File: src/rtl/mc_pkg.sv
// Shared definitions for the multicycle controller.
//   state_t      : controller state encoding (also visible on the debug port)
//   OP_* / F3_* / F7_* : opcode and function-field constants of the supported subset
//   ALU_*, IMM_*, SRCA_*, SRCB_*, RES_*, ALUOP_* : control-field encodings
//   is_legal()   : true for the supported instruction combinations
package mc_pkg;

    typedef enum logic [3:0] {
        S_FETCH   = 4'd0,
        S_DECODE  = 4'd1,
        S_EXEC_R  = 4'd2,
        S_EXEC_I  = 4'd3,
        S_MEM_ADR = 4'd4,
        S_MEM_RD  = 4'd5,
        S_MEM_WR  = 4'd6,
        S_WB_ALU  = 4'd7,
        S_WB_MEM  = 4'd8,
        S_BRANCH  = 4'd9,
        S_JAL     = 4'd10,
        S_TRAP    = 4'd11
    } state_t;

    localparam logic [6:0] OP_R      = 7'b0110011;
    localparam logic [6:0] OP_I      = 7'b0010011;
    localparam logic [6:0] OP_LOAD   = 7'b0000011;
    localparam logic [6:0] OP_STORE  = 7'b0100011;
    localparam logic [6:0] OP_BRANCH = 7'b1100011;
    localparam logic [6:0] OP_JAL    = 7'b1101111;
    localparam logic [6:0] OP_LUI    = 7'b0110111;

    localparam logic [2:0] F3_ADD = 3'b000;
    localparam logic [2:0] F3_LW  = 3'b010;
    localparam logic [2:0] F3_SW  = 3'b010;
    localparam logic [2:0] F3_BEQ = 3'b000;
    localparam logic [2:0] F3_BNE = 3'b001;

    localparam logic [6:0] F7_ADD = 7'b0000000;
    localparam logic [6:0] F7_SUB = 7'b0100000;

    localparam logic [2:0] ALU_ADD = 3'b000;
    localparam logic [2:0] ALU_SUB = 3'b001;

    localparam logic [2:0] IMM_I = 3'b000;
    localparam logic [2:0] IMM_S = 3'b001;
    localparam logic [2:0] IMM_B = 3'b010;
    localparam logic [2:0] IMM_J = 3'b011;
    localparam logic [2:0] IMM_U = 3'b100;

    localparam logic [1:0] SRCA_PC    = 2'b00;
    localparam logic [1:0] SRCA_OLDPC = 2'b01;
    localparam logic [1:0] SRCA_RS1   = 2'b10;
    localparam logic [1:0] SRCA_ZERO  = 2'b11;

    localparam logic [1:0] SRCB_RS2  = 2'b00;
    localparam logic [1:0] SRCB_IMM  = 2'b01;
    localparam logic [1:0] SRCB_FOUR = 2'b10;

    localparam logic [1:0] RES_ALUOUT = 2'b00;
    localparam logic [1:0] RES_MEM    = 2'b01;
    localparam logic [1:0] RES_ALU    = 2'b10;

    // Operation class handed to the ALU decoder.
    localparam logic [1:0] ALUOP_ADD   = 2'b00;
    localparam logic [1:0] ALUOP_SUB   = 2'b01;
    localparam logic [1:0] ALUOP_FUNCT = 2'b10;

    function automatic logic is_legal(input logic [6:0] op, input logic [2:0] f3,
                                      input logic [6:0] f7);
        case (op)
            OP_R:      return (f3 == F3_ADD) && ((f7 == F7_ADD) || (f7 == F7_SUB));
            OP_I:      return (f3 == F3_ADD);
            OP_LOAD:   return (f3 == F3_LW);
            OP_STORE:  return (f3 == F3_SW);
            OP_BRANCH: return (f3 == F3_BEQ) || (f3 == F3_BNE);
            OP_JAL:    return 1'b1;
            OP_LUI:    return 1'b1;
            default:   return 1'b0;
        endcase
    endfunction

endpackage

File: src/rtl/multicycle_control_if.sv
// Memory handshake between the controller (master) and the memory (slave).
//   mem_req   : request, held until mem_ready
//   mem_we    : store strobe, meaningful only with mem_req
//   adr_src   : address select, 0 = PC, 1 = ALUOut
//   mem_ready : acknowledge from memory
interface multicycle_control_if;
    logic mem_req;
    logic mem_we;
    logic adr_src;
    logic mem_ready;

    modport master (output mem_req, output mem_we, output adr_src, input mem_ready);
    modport slave  (input mem_req, input mem_we, input adr_src, output mem_ready);
endinterface

File: src/rtl/alu_decoder.sv
// Combinational ALU operation decoder.
//   alu_op   : operation class from the controller (add / sub / by funct)
//   funct3/7 : instruction function fields
//   alu_ctrl : ALU operation code
module alu_decoder
    import mc_pkg::*;
(
    input  logic [1:0] alu_op,
    input  logic [2:0] funct3,
    input  logic [6:0] funct7,
    output logic [2:0] alu_ctrl
);
    always_comb begin
        alu_ctrl = ALU_ADD;
        case (alu_op)
            ALUOP_SUB:   alu_ctrl = ALU_SUB;
            ALUOP_FUNCT: begin
                if ((funct3 == F3_ADD) && (funct7 == F7_SUB)) begin
                    alu_ctrl = ALU_SUB;
                end
            end
            default:     alu_ctrl = ALU_ADD;
        endcase
    end
endmodule

File: src/rtl/multicycle_control.sv
// Moore control FSM for a multicycle RV32 subset datapath.
//   clk, rst        : clock, asynchronous active-low reset
//   ir, EQ          : latched instruction and ALU equality flag
//   mem             : memory handshake (master side)
//   ir_we, pc_we, RegWrite : write enables
//   ALUsrcA/B, ALUctrl, ImmSrc, result_src : datapath steering
//   illegal         : sticky unsupported-instruction flag
//   state           : debug view of the current state
module multicycle_control
    import mc_pkg::*;
(
    input  logic                 clk,
    input  logic                 rst,
    input  logic [31:0]          ir,
    input  logic                 EQ,
    multicycle_control_if.master mem,
    output logic                 ir_we,
    output logic                 pc_we,
    output logic                 RegWrite,
    output logic [1:0]           ALUsrcA,
    output logic [1:0]           ALUsrcB,
    output logic [2:0]           ALUctrl,
    output logic [2:0]           ImmSrc,
    output logic [1:0]           result_src,
    output logic                 illegal,
    output logic [3:0]           state
);
    state_t     state_reg, state_next;
    logic       illegal_reg;
    logic [6:0] opcode, funct7;
    logic [2:0] funct3;
    logic [1:0] alu_op;
    logic       mem_req_c, mem_we_c, adr_src_c, ir_we_c, pc_we_c, reg_write_c;
    logic       unused_ir_bits;

    assign opcode = ir[6:0];
    assign funct3 = ir[14:12];
    assign funct7 = ir[31:25];
    // Register and immediate fields belong to the datapath.
    assign unused_ir_bits = ^{ir[24:15], ir[11:7]};

    alu_decoder u_alu_decoder (
        .alu_op   (alu_op),
        .funct3   (funct3),
        .funct7   (funct7),
        .alu_ctrl (ALUctrl)
    );

    always_ff @(posedge clk or negedge rst) begin
        if (!rst) begin
            state_reg   <= S_FETCH;
            illegal_reg <= 1'b0;
        end else begin
            state_reg <= state_next;
            if (state_next == S_TRAP) begin
                illegal_reg <= 1'b1;
            end
        end
    end

    always_comb begin
        state_next  = state_reg;
        mem_req_c   = 1'b0;
        mem_we_c    = 1'b0;
        adr_src_c   = 1'b0;
        ir_we_c     = 1'b0;
        pc_we_c     = 1'b0;
        reg_write_c = 1'b0;
        ALUsrcA     = SRCA_PC;
        ALUsrcB     = SRCB_RS2;
        ImmSrc      = IMM_I;
        result_src  = RES_ALUOUT;
        alu_op      = ALUOP_ADD;

        case (state_reg)
            S_FETCH: begin
                mem_req_c  = 1'b1;
                ALUsrcB    = SRCB_FOUR;
                result_src = RES_ALU;
                if (mem.mem_ready) begin
                    ir_we_c    = 1'b1;
                    pc_we_c    = 1'b1;
                    state_next = S_DECODE;
                end
            end
            S_DECODE: begin
                // Branch/jump target is formed here so BRANCH/JAL can use ALUOut.
                ALUsrcA = SRCA_OLDPC;
                ALUsrcB = SRCB_IMM;
                ImmSrc  = (opcode == OP_JAL) ? IMM_J : IMM_B;
                if (!is_legal(opcode, funct3, funct7)) begin
                    state_next = S_TRAP;
                end else begin
                    case (opcode)
                        OP_R:              state_next = S_EXEC_R;
                        OP_I, OP_LUI:      state_next = S_EXEC_I;
                        OP_LOAD, OP_STORE: state_next = S_MEM_ADR;
                        OP_BRANCH:         state_next = S_BRANCH;
                        OP_JAL:            state_next = S_JAL;
                        default:           state_next = S_TRAP;
                    endcase
                end
            end
            S_EXEC_R: begin
                ALUsrcA    = SRCA_RS1;
                alu_op     = ALUOP_FUNCT;
                state_next = S_WB_ALU;
            end
            S_EXEC_I: begin
                // lui is computed as 0 + U-immediate.
                ALUsrcA    = (opcode == OP_LUI) ? SRCA_ZERO : SRCA_RS1;
                ALUsrcB    = SRCB_IMM;
                ImmSrc     = (opcode == OP_LUI) ? IMM_U : IMM_I;
                state_next = S_WB_ALU;
            end
            S_MEM_ADR: begin
                ALUsrcA    = SRCA_RS1;
                ALUsrcB    = SRCB_IMM;
                ImmSrc     = (opcode == OP_STORE) ? IMM_S : IMM_I;
                state_next = (opcode == OP_STORE) ? S_MEM_WR : S_MEM_RD;
            end
            S_MEM_RD: begin
                mem_req_c = 1'b1;
                adr_src_c = 1'b1;
                if (mem.mem_ready) state_next = S_WB_MEM;
            end
            S_MEM_WR: begin
                mem_req_c = 1'b1;
                mem_we_c  = 1'b1;
                adr_src_c = 1'b1;
                if (mem.mem_ready) state_next = S_FETCH;
            end
            S_WB_ALU: begin
                reg_write_c = 1'b1;
                state_next  = S_FETCH;
            end
            S_WB_MEM: begin
                reg_write_c = 1'b1;
                result_src  = RES_MEM;
                state_next  = S_FETCH;
            end
            S_BRANCH: begin
                ALUsrcA    = SRCA_RS1;
                alu_op     = ALUOP_SUB;
                pc_we_c    = ((funct3 == F3_BEQ) & EQ) | ((funct3 == F3_BNE) & ~EQ);
                state_next = S_FETCH;
            end
            S_JAL: begin
                ALUsrcA    = SRCA_OLDPC;
                ALUsrcB    = SRCB_FOUR;
                pc_we_c    = 1'b1;
                state_next = S_WB_ALU;
            end
            S_TRAP:  state_next = S_TRAP;
            default: state_next = S_TRAP;
        endcase
    end

    // Reset kills every strobe combinationally so an in-flight write never completes.
    assign mem.mem_req = mem_req_c & rst;
    assign mem.mem_we  = mem_we_c & rst;
    assign mem.adr_src = adr_src_c;
    assign ir_we       = ir_we_c & rst;
    assign pc_we       = pc_we_c & rst;
    assign RegWrite    = reg_write_c & rst;
    assign illegal     = illegal_reg;
    assign state       = state_reg;

endmodule

File: src/flat_wrapper.sv
// flat-port wrapper written by rule: the top's interface ports become plain ports
module multicycle_control_flat import mc_pkg::*;
  (clk, rst, ir, EQ, ir_we, pc_we, RegWrite, ALUsrcA, ALUsrcB, ALUctrl, ImmSrc, result_src, illegal, state, mem_mem_req, mem_mem_we, mem_adr_src, mem_mem_ready);
  multicycle_control_if mem_i ();
  input  logic clk;
  input  logic rst;
  input  logic [31:0] ir;
  input  logic EQ;
  output logic ir_we;
  output logic pc_we;
  output logic RegWrite;
  output logic [1:0] ALUsrcA;
  output logic [1:0] ALUsrcB;
  output logic [2:0] ALUctrl;
  output logic [2:0] ImmSrc;
  output logic [1:0] result_src;
  output logic illegal;
  output logic [3:0] state;
  output wire logic [$bits(mem_i.mem_req)-1:0] mem_mem_req;
  output wire logic [$bits(mem_i.mem_we)-1:0] mem_mem_we;
  output wire logic [$bits(mem_i.adr_src)-1:0] mem_adr_src;
  input wire logic [$bits(mem_i.mem_ready)-1:0] mem_mem_ready;
  assign mem_mem_req = mem_i.mem_req;
  assign mem_mem_we = mem_i.mem_we;
  assign mem_adr_src = mem_i.adr_src;
  assign mem_i.mem_ready = mem_mem_ready;
  multicycle_control u_core (.clk(clk), .rst(rst), .ir(ir), .EQ(EQ), .mem(mem_i), .ir_we(ir_we), .pc_we(pc_we), .RegWrite(RegWrite), .ALUsrcA(ALUsrcA), .ALUsrcB(ALUsrcB), .ALUctrl(ALUctrl), .ImmSrc(ImmSrc), .result_src(result_src), .illegal(illegal), .state(state));
endmodule
File: config.mk
export PLATFORM = sky130hd
export DESIGN_NAME = multicycle_control_flat
export DESIGN_NICKNAME = d
export VERILOG_FILES = /design/src/rtl/mc_pkg.sv /design/src/rtl/multicycle_control_if.sv /design/src/rtl/alu_decoder.sv /design/src/rtl/multicycle_control.sv /design/src/flat_wrapper.sv
export SDC_FILE = /design/constraint.sdc
export NUM_CORES = 1
export LEC_CHECK = 0
export CELL_PAD_IN_SITES_DETAIL_PLACEMENT = 0
export CELL_PAD_IN_SITES_GLOBAL_PLACEMENT = 2
export CORE_MARGIN = 10
export CORE_UTILIZATION = 19
export CTS_CLUSTER_DIAMETER = 200
export DETAILED_ROUTE_END_ITERATION = 8
export GPL_TIMING_DRIVEN = 0
export PLACE_DENSITY = 0.92
export SLEW_MARGIN = 20
export SYNTH_ARGS = -nofsm -noshare
export SYNTH_HDL_FRONTEND = slang
export SYNTH_SLANG_ARGS = --single-unit
File: constraint.sdc
create_clock -name clk -period 4.8 [get_ports clk]
set_clock_uncertainty 0.05 [all_clocks]
set_input_delay 0.72 -clock clk [delete_from_list [all_inputs] [get_ports clk]]
set_output_delay 0.72 -clock clk [all_outputs]
set_load 0.005 [all_outputs]
==> results of run 1 <==
==> placed cells by master, fill, tap and decap left out, types with 4 or more instances in the layout <==
cell              n
nor2_1            4
and3_1            5
clkbuf_1          6
clkdlybuf4s50_1  38
xor2_1            4
inv_1             6
dfrtp_1           5
nor3_1            5
nand2_1          15
o21ai_0           8
nand2b_1          5
a21oi_1           9
nand3_1           5
nor4_1            5
==> metal layers <==
layer / track usage [%] / vias up
met1: 8.84 / 491
met4: 2.20 / 0
met3: 3.03 / 4
li1: - / 543
met2: 13.4 / 31
met5: 0 / -
==> final cells by class <==
cell class                      count  share of cell area, %
Buffer                             13                   5.39
Clock buffer                        4                   3.23
Inverter                            6                   1.62
Multi-Input combinational cell    104                   48.8
Sequential cell                     5                   8.98
Tap cell                           52                   4.67
Timing Repair Buffer               38                   27.3
==> stage by stage <==
stage / std cells / total power, mW / utilization, % / hold WS, ns
after floorplan: 128 / 0.0575 / - / 0.374
after global placement: 218 / 0.0779 / 30.1 / 0.434
after detailed placement: 218 / 0.0782 / 30.1 / 0.439
after CTS: 222 / 0.156 / 31.2 / 0.448
after global routing: 222 / 0.162 / 31.2 / 0.465
final: 222 / 0.154 / 31.2 / 0.438
==> worst min-delay path by stage <==
stage / end / cells past startpoint
6_report: u_core.illegal$_DFFE_PN0N_ / 2
5_1_grt: u_core.illegal$_DFFE_PN0N_ / 2
4_1_cts: u_core.illegal$_DFFE_PN0N_ / 2
3_5_place_dp: u_core.illegal$_DFFE_PN0N_ / 2
3_3_place_gp: u_core.illegal$_DFFE_PN0N_ / 2
2_1_floorplan: u_core.illegal$_DFFE_PN0N_ / 0
==> power breakdown <==
part / internal, mW / total [mW] / leakage, nW / switching (mW)
clock network: 0.0569 / 0.0764 / 0.0228 / 0.0195
logic: 0.0198 / 0.0351 / 0.484 / 0.0154
registers: 0.0424 / 0.0424 / 0.0490 / 0
==> critical path, delay by kind of cell <==
kind,cells,cell delay [ns]
AND/OR/NAND/NOR,2,0.51
AO/OA/AOI/OAI,2,0.45
buffers and inverters,2,1.12
==> kinds of logic (layout without fill, tap and decap cells) <==
| family | Yosys count | in the layout | share of synthesized area [%] |
|---|---|---|---|
| simple gates | 61 | 61 | 41.7 |
| compound gates | 34 | 34 | 25.0 |
| buf+inv | 19 | 61 | 10.8 |
| flops | 5 | 5 | 13.9 |
| xor+xnor | 4 | 4 | 3.89 |
| fa+ha+maj | 3 | 3 | 4.17 |
| other cells | 1 | 2 | 0.417 |
==> impl_metrics.yaml, run 1 <==
drt:
  maxUsedRoutingLayer: "met4"
  m1WireLength_mm: 1.30
  viasPerCell: 4.82
  routedWlPerCell_um: 13.7
  drtIter0Drc: 47
  totalWireLength_mm: 3.05
  wl_met2_mm: 1.44
  wl_met3_um: 290
  drc: 0
  via_count: 1069
  drtAntennaViolNets: 0
  drt-pass1-iter-count: 4
clock_network:
  cts_resized: 0
  cts_root_buffer: "clkbuf_8"
  cts_hold_buf: 0
  h-tree-depth: 1
  cts_buffers: 3
  clock_sinks: 5
  clk_path_buf_depth: 2
  cts_setup_buffers: 0
  clk_pin_slew_worst_paths_ns: 0.03
  worstSkewPairLatency_ns: 0.22
  cts_tree: "done"
critical_path:
  critPathCapture: "ALUsrcA[0]"
  path_cells: "clkdlybuf4s50_1 > nor3b_2 > nand3_1 > a211o_1 > a21oi_1 > clkdlybuf4s50_1"
  r2r_start: "u_core.state[3]$_DFF_PN0_"
  cp_data_required_time_ns: 4.03
  r2r-end: "u_core.illegal$_DFFE_PN0N_"
  r2r_slack_ns: 2.91
  startpoint: "ir[4]"
  crit_top_cell: "clkdlybuf4s50_1"
  crit_slowest_cell: "clkdlybuf4s50_1"
  path_class: "in -> out"
  reg2reg_depth: 6
  crit_arrival_ns: 2.81
  critPathLaunchType: "input pin"
  end_kind: "output port"
  cp_slowest_stage_delay_ns: 0.60
  crit_fanout: 6
final_layout:
  largest_reg_flops: 4
  layout-drive-gt1-share_pct: 10.6
  synthToLayoutAreaGrowth_pct: 54.9
  nNetsFinal: 210
  multi_input_area_um2: 681
  fin_area_um2: 1390
  insertedDiodeCount: 0
  n_fill_cell: 509
  seq_area_um2: 125
timing:
  max_freq_mhz: 280
  fin_setup_tns_ns: 0
  rsz0062_at_grt: "no"
  hold_viol_final: 0
  finalSetupViolCount: 0
  finalCritPeriodShare_pct: 74.5
  period_needed_ns: 3.58
  worst_slack_ns: 1.22
  slew_viol_final: 0
yosys:
  synthCells: 127
  ys_seq_area_share_pct: 13.9
  synth_common_cells: "nand2_1 (15), a21oi_1 (9), o21ai_0 (8)"
  synth_area_leaders: "dfrtp_1 (14%), nand2_1 (6.3%), a21oi_1 (5.0%)"
  synth_seq_cells: 5
  yosysWarnings: 0
  synth_top_area_cell: "dfrtp_1"
  synth.top_cell.area_share_pct: 13.9
  synth_cell_types: 48
  synth_area_um2: 900
  avgSynthCellArea_um2: 7.08
  synth-main-ff-cell: "dfrtp_1"
  synthArstFlopShare_pct: 100
  synth_edf_count: 0
  yosysMostFrequentCell: "nand2_1"
floorplan:
  fp-row-count: 24
  core_area_um2: 4470
  die_w_um: 88.8
  die_h_um: 88.8
  io_pins: 59
  start_util_pct: 20.1
  die_area_um2: 7890
place:
  dp_hpwl_mm: 2.58
  gp_congestion: 0.779
  portBuffers: 38
  place_ws_ns: 1.22
  placed_area_um2: 1350
global_route:
  grt_pass1_wl_mm: 4.91
  grt_pass1_vias: 1034
  antenna_found_initial: 0
  grt_max_degree: 11
  overflow: 0
  grt.total_usage_pct: 7.85
power:
  irDropWorstVdd_v: 0.0000543
  p_leak_nw: 0.556
  power.density_nw_per_um2: 110
worst_hold_path:
  hp-class: "reg -> reg"
  min-delay-start: "u_core.illegal$_DFFE_PN0N_"
job:
  max-cap-violations: 0
status:
  outcome: "finished clean"
Power figures use the tool's default switching activity.
==> inputs of run 2 (changes only) <==
--- a/config.mk
+++ b/config.mk
@@ -8,11 +8,11 @@
 export CELL_PAD_IN_SITES_DETAIL_PLACEMENT = 0
 export CELL_PAD_IN_SITES_GLOBAL_PLACEMENT = 2
 export CORE_MARGIN = 10
-export CORE_UTILIZATION = 19
+export CORE_UTILIZATION = 17
 export CTS_CLUSTER_DIAMETER = 200
 export DETAILED_ROUTE_END_ITERATION = 8
 export GPL_TIMING_DRIVEN = 0
-export PLACE_DENSITY = 0.92
+export PLACE_DENSITY = 0.85
 export SLEW_MARGIN = 20
 export SYNTH_ARGS = -nofsm -noshare
 export SYNTH_HDL_FRONTEND = slang
==> constraint.sdc (replaced) <==
create_clock -name clk -period 3.6 [get_ports clk]
set_clock_uncertainty 0.05 [all_clocks]
set_input_delay 0.54 -clock clk [delete_from_list [all_inputs] [get_ports clk]]
set_output_delay 0.54 -clock clk [all_outputs]
set_load 0.005 [all_outputs]
==> impl_metrics.yaml, run 2 (synthesized netlist as in run 1, its figures left out) <==
status:
  outcome: "finished clean"
floorplan:
  core_area_um2: 5110
  start_util_pct: 17.6
  fp-row-count: 26
  io_pins: 59
  die_h_um: 92.7
  die_w_um: 92.7
  die_area_um2: 8600
clock_network:
  cts_hold_buf: 0
  clk_pin_slew_worst_paths_ns: 0.03
  cts_tree: "done"
  cts_root_buffer: "clkbuf_8"
  cts_resized: 0
  cts_setup_buffers: 0
  cts_buffers: 3
  clk_path_buf_depth: 2
  clock_sinks: 5
  worstSkewPairLatency_ns: 0.22
  h-tree-depth: 1
final_layout:
  layout-drive-gt1-share_pct: 10.6
  layout.cells.non_filler: 240
  insertedDiodeCount: 0
  final_common_cell: "clkdlybuf4s50_1"
  fin_util_pct: 27.7
  final_cell_mix: "clkdlybuf4s50_1 (38), nand2_1 (15), a21oi_1 (9)"
  largest_reg_flops: 4
  nNetsFinal: 210
  synthToLayoutAreaGrowth_pct: 57.4
global_route:
  antenna_found_initial: 0
  grt.total_usage_pct: 7.15
  grt_pass1_vias: 1101
  grt_max_degree: 11
  overflow: 0
  grt_pass1_wl_mm: 5.15
power:
  power_frac_comb_pct: 22.6
  pwr-share-seq_pct: 27.4
  swShare_pct: 22.9
  p_sw_uw: 47.2
  p_leak_nw: 0.556
  p_int_uw: 159
  clkPwrFrac_pct: 49.9
  power.density_nw_per_um2: 145
  irDropWorstVdd_v: 0.0000561
critical_path:
  startpoint: "ir[4]"
  end_kind: "output port"
  cp_data_required_time_ns: 3.01
  crit_arrival_ns: 2.61
  critPathLaunchType: "input pin"
  path_class: "in -> out"
  r2r_start: "u_core.state[3]$_DFF_PN0_"
  crit_fanout: 6
drt:
  viasPerCell: 4.47
  drtIter0Drc: 50
  routedWlPerCell_um: 13.4
  via_count: 1073
  drtAntennaViolNets: 0
  drc: 0
  totalWireLength_mm: 3.20
  drt-pass1-iter-count: 4
worst_hold_path:
  hp-class: "reg -> reg"
  min-delay-start: "u_core.illegal$_DFFE_PN0N_"
job:
  max-cap-violations: 0
place:
  dp_hpwl_mm: 2.72
  portBuffers: 38
  placed_cells: 236
  gp_congestion: 0.792
timing:
  max_freq_mhz: 313
  hold_viol_final: 0
  slew_viol_final: 0
  finalCritPeriodShare_pct: 88.9
  rsz0062_at_grt: "no"
  finalSetupViolCount: 0
  hold_slack_ns: 0.449
  period_needed_ns: 3.20
  fin_setup_tns_ns: 0
[run 2: power by group through the flow]
stage | Clock (mW) | Sequential (mW) | Combinational, mW
floorplan | 0 | 0.0572 | 0.0194
global placement | 0 | 0.0572 | 0.0469
detailed placement | 0 | 0.0572 | 0.0472
CTS | 0.104 | 0.0566 | 0.0473
global route | 0.112 | 0.0565 | 0.0513
finish | 0.103 | 0.0566 | 0.0466
[run 2: area by class of cell]
type	count	area, um^2
fill	585	3690
multi-input combinational	104	681
timing repair buffer	38	380
sequential	5	125
tap	70	87.6
buffer	13	75.1
clock buffer	4	45.0
inverter	6	22.5
[run 2: final timing paths]
check,depth (start not counted),slack [ns],end
worst max-delay path,6,0.40,ALUsrcA[0]
worst min-delay path,2,0.45,u_core.illegal$_DFFE_PN0N_
worst max register to register,6,1.73,u_core.illegal$_DFFE_PN0N_
worst min register to register,2,0.45,u_core.illegal$_DFFE_PN0N_
min in group asynchronous,1,0.56,u_core.state[3]$_DFF_PN0_
max in group asynchronous,1,2.67,u_core.state[0]$_DFF_PN0_
[run 2: critical path, cell delays in order]
cell             delay [ns]
clkdlybuf4s50_1        0.60
nor3b_2                0.32
nand3_1                0.18
a211o_1                0.32
a21oi_1                0.12
clkdlybuf4s50_1        0.52
[run 2: metrics by stage]
step | total power, mW | setup slack (ns) | cell area (um^2)
floorplan | 0.0767 | 1.32 | 903
global placement | 0.104 | 0.412 | 1370
detailed placement | 0.104 | 0.408 | 1370
CTS | 0.208 | 0.401 | 1420
global route | 0.219 | 0.207 | 1420
finish | 0.206 | 0.401 | 1420
[run 2: per-layer routing]
layer / up-vias / part of all wire [%] / global-route usage (%) / routed length [um]
met2: 26 / 51 / 13.3 / 1650
met3: 2 / 6.1 / 1.61 / 195
met1: 495 / 41 / 7.65 / 1330
met5: - / 0 / 0 / 0
li1: 550 / - / - / -
met4: 0 / 0.94 / 2.70 / 30
==> inputs of run 3 (changes only) <==
--- a/config.mk
+++ b/config.mk
@@ -5,14 +5,15 @@
 export SDC_FILE = /design/constraint.sdc
 export NUM_CORES = 1
 export LEC_CHECK = 0
+export ABC_AREA = 1
 export CELL_PAD_IN_SITES_DETAIL_PLACEMENT = 0
 export CELL_PAD_IN_SITES_GLOBAL_PLACEMENT = 2
 export CORE_MARGIN = 10
-export CORE_UTILIZATION = 17
+export CORE_UTILIZATION = 15
 export CTS_CLUSTER_DIAMETER = 200
 export DETAILED_ROUTE_END_ITERATION = 8
 export GPL_TIMING_DRIVEN = 0
-export PLACE_DENSITY = 0.85
+export PLACE_DENSITY = 0.86
 export SLEW_MARGIN = 20
 export SYNTH_ARGS = -nofsm -noshare
 export SYNTH_HDL_FRONTEND = slang
==> impl_metrics.yaml, run 3 <==
yosys:
  synthCells: 141
  synth_seq_cells: 5
  synth_area_um2: 811
  avgSynthCellArea_um2: 5.75
  synth_xor_area_share_pct: 0
  synth_edf_count: 0
  synth_top_area_cell: "dfrtp_1"
  synth.top_cell.area_share_pct: 15.4
  synthArstFlopShare_pct: 100
  synth-main-ff-cell: "dfrtp_1"
  synthAdderAreaFrac_pct: 4.63
  synth_cell_types: 25
  yosysWarnings: 0
  yosys.area_share.simple_pct: 49.2
  synth_mux_area_share_pct: 0
  synth_common_cells: "nor2_1 (25), inv_1 (22), nand2_1 (22)"
  ys_seq_area_share_pct: 15.4
  synth_top_family_by_area: "simple AND/OR/NAND/NOR gates"
  synth_compound_area_share_pct: 13.1
  synth_area_leaders: "dfrtp_1 (15%), nor2_1 (12%), inv_1 (10%)"
  yosysMostFrequentCell: "nor2_1"
final_layout:
  synthToLayoutAreaGrowth_pct: 67.4
  insertedDiodeCount: 0
  n_fill_cell: 576
  multi_input_area_um2: 551
  largest_reg_flops: 4
  final_common_cell: "clkdlybuf4s50_1"
  seq_area_um2: 125
  layout-drive-gt1-share_pct: 19.8
  final_cell_mix: "clkdlybuf4s50_1 (41), nor2_1 (25), nand2_1 (22), inv_1 (22), inv_2 (11)"
  fin_area_um2: 1360
  nNetsFinal: 227
drt:
  routedWlPerCell_um: 10.7
  totalWireLength_mm: 2.76
  drtAntennaViolNets: 0
  via_count: 961
  viasPerCell: 3.74
  drtIter0Drc: 34
  drc: 0
  drt-pass1-iter-count: 4
power:
  irDropWorstVdd_v: 0.000114
  p_leak_nw: 0.609
  power.density_nw_per_um2: 149
clock_network:
  worstSkewPairLatency_ns: 0.22
  clk_pin_slew_worst_paths_ns: 0.03
  cts_hold_buf: 0
  h-tree-depth: 1
  cts_buffers: 3
  clock_sinks: 5
  clk_path_buf_depth: 2
  cts_resized: 0
  cts_tree: "done"
  cts_setup_buffers: 0
  cts_root_buffer: "clkbuf_8"
timing:
  fin_setup_tns_ns: 0
  finalSetupViolCount: 0
  hold_viol_final: 0
  rsz0062_at_grt: "no"
  max_freq_mhz: 339
  period_needed_ns: 2.95
  finalCritPeriodShare_pct: 81.8
  slew_viol_final: 0
global_route:
  antenna_found_initial: 0
  overflow: 0
  grt_pass1_vias: 969
  grt_pass1_wl_mm: 4.53
  grt.total_usage_pct: 6.29
  grt_max_degree: 8
worst_hold_path:
  hp-class: "reg -> reg"
critical_path:
  path_class: "in -> out"
  cp_slowest_stage_delay_ns: 0.53
  path_buf_inv: 3
  path_cells: "clkdlybuf4s50_1 > nor2_1 > inv_2 > nor4_2 > o21bai_1 > clkdlybuf4s50_1"
  crit_slowest_cell: "clkdlybuf4s50_1"
  crit_fanout: 5
  end_kind: "output port"
  crit_arrival_ns: 2.36
  cp_data_required_time_ns: 3.01
  crit_top_cell: "clkdlybuf4s50_1"
  critPathLaunchType: "input pin"
  path_delay_family: "buffers and inverters"
job:
  max-cap-violations: 0
floorplan:
  die_area_um2: 8750
  io_pins: 59
  start_util_pct: 15.7
  die_w_um: 93.5
  core_area_um2: 5170
  die_h_um: 93.5
  fp-row-count: 26
place:
  portBuffers: 41
  placed_area_um2: 1310
  dp_hpwl_mm: 2.51
  gp_congestion: 0.790
status:
  outcome: "finished clean"
[run 3: layout make-up]
type,count,share of cell area (%)
buffer,2,1.11
clock buffer,4,3.32
inverter,33,9.12
multi-input combinational,102,40.6
sequential,5,9.22
tap,70,6.45
timing repair buffer,41,30.2
[run 3: stage by stage]
| step | power [mW] | cells | hold slack (ns) | setup slack (ns) | util [%] |
|---|---|---|---|---|---|
| CTS | 0.207 | 257 | 0.450 | 0.615 | 26.2 |
| global route | 0.217 | 257 | 0.475 | 0.518 | 26.2 |
| global placement | 0.101 | 253 | 0.410 | 0.619 | 25.4 |
| floorplan | 0.0724 | 142 | 0.194 | 1.76 | - |
| detailed placement | 0.101 | 253 | 0.440 | 0.615 | 25.4 |
| finish | 0.203 | 257 | 0.431 | 0.654 | 26.2 |
[run 3: tightest hold or removal path: cells and delay by family, from the launching register on]
kind / cells / cell delay, ns
simple gates: 1 / 0.05
buf+inv: 1 / 0.05
flops: 1 / 0.34
[run 3: logic make-up (layout without fill, tap and decap cells)]
family	count (synthesis)	count (layout)
buf+inv	35	80
simple gates	78	78
other cells	1	2
compound gates	19	19
fa+ha+maj	3	3
flops	5	5
[run 3: routing by layer]
metal	up-vias	GRT usage, %	part of all wire (%)
met5	-	0	0
met4	0	1.67	0.87
met3	2	1.76	5.4
met2	25	11.7	51
met1	408	6.79	42
li1	526	-	-
[run 3: power breakdown]
part	total, mW	internal (mW)	leakage, nW	switching, mW
sequential	0.0566	0.0566	0.0490	0
clock	0.103	0.0759	0.0228	0.0268
combinational	0.0436	0.0252	0.537	0.0185
[run 3: worst paths after layout]
| check | startpoint | endpoint | slack, ns | depth (start not counted) |
|---|---|---|---|---|
| max | ir[4] | ImmSrc[0] | 0.65 | 6 |
| min | u_core.illegal$_DFFE_PN0N_ | u_core.illegal$_DFFE_PN0N_ | 0.43 | 2 |
| max reg2reg | u_core.state[0]$_DFF_PN0_ | u_core.illegal$_DFFE_PN0N_ | 2.08 | 8 |
| min reg2reg | u_core.illegal$_DFFE_PN0N_ | u_core.illegal$_DFFE_PN0N_ | 0.43 | 2 |
| max in group asynchronous | rst | u_core.illegal$_DFFE_PN0N_ | 2.76 | 1 |
| min in group asynchronous | rst | u_core.state[2]$_DFF_PN0_ | 0.52 | 1 |
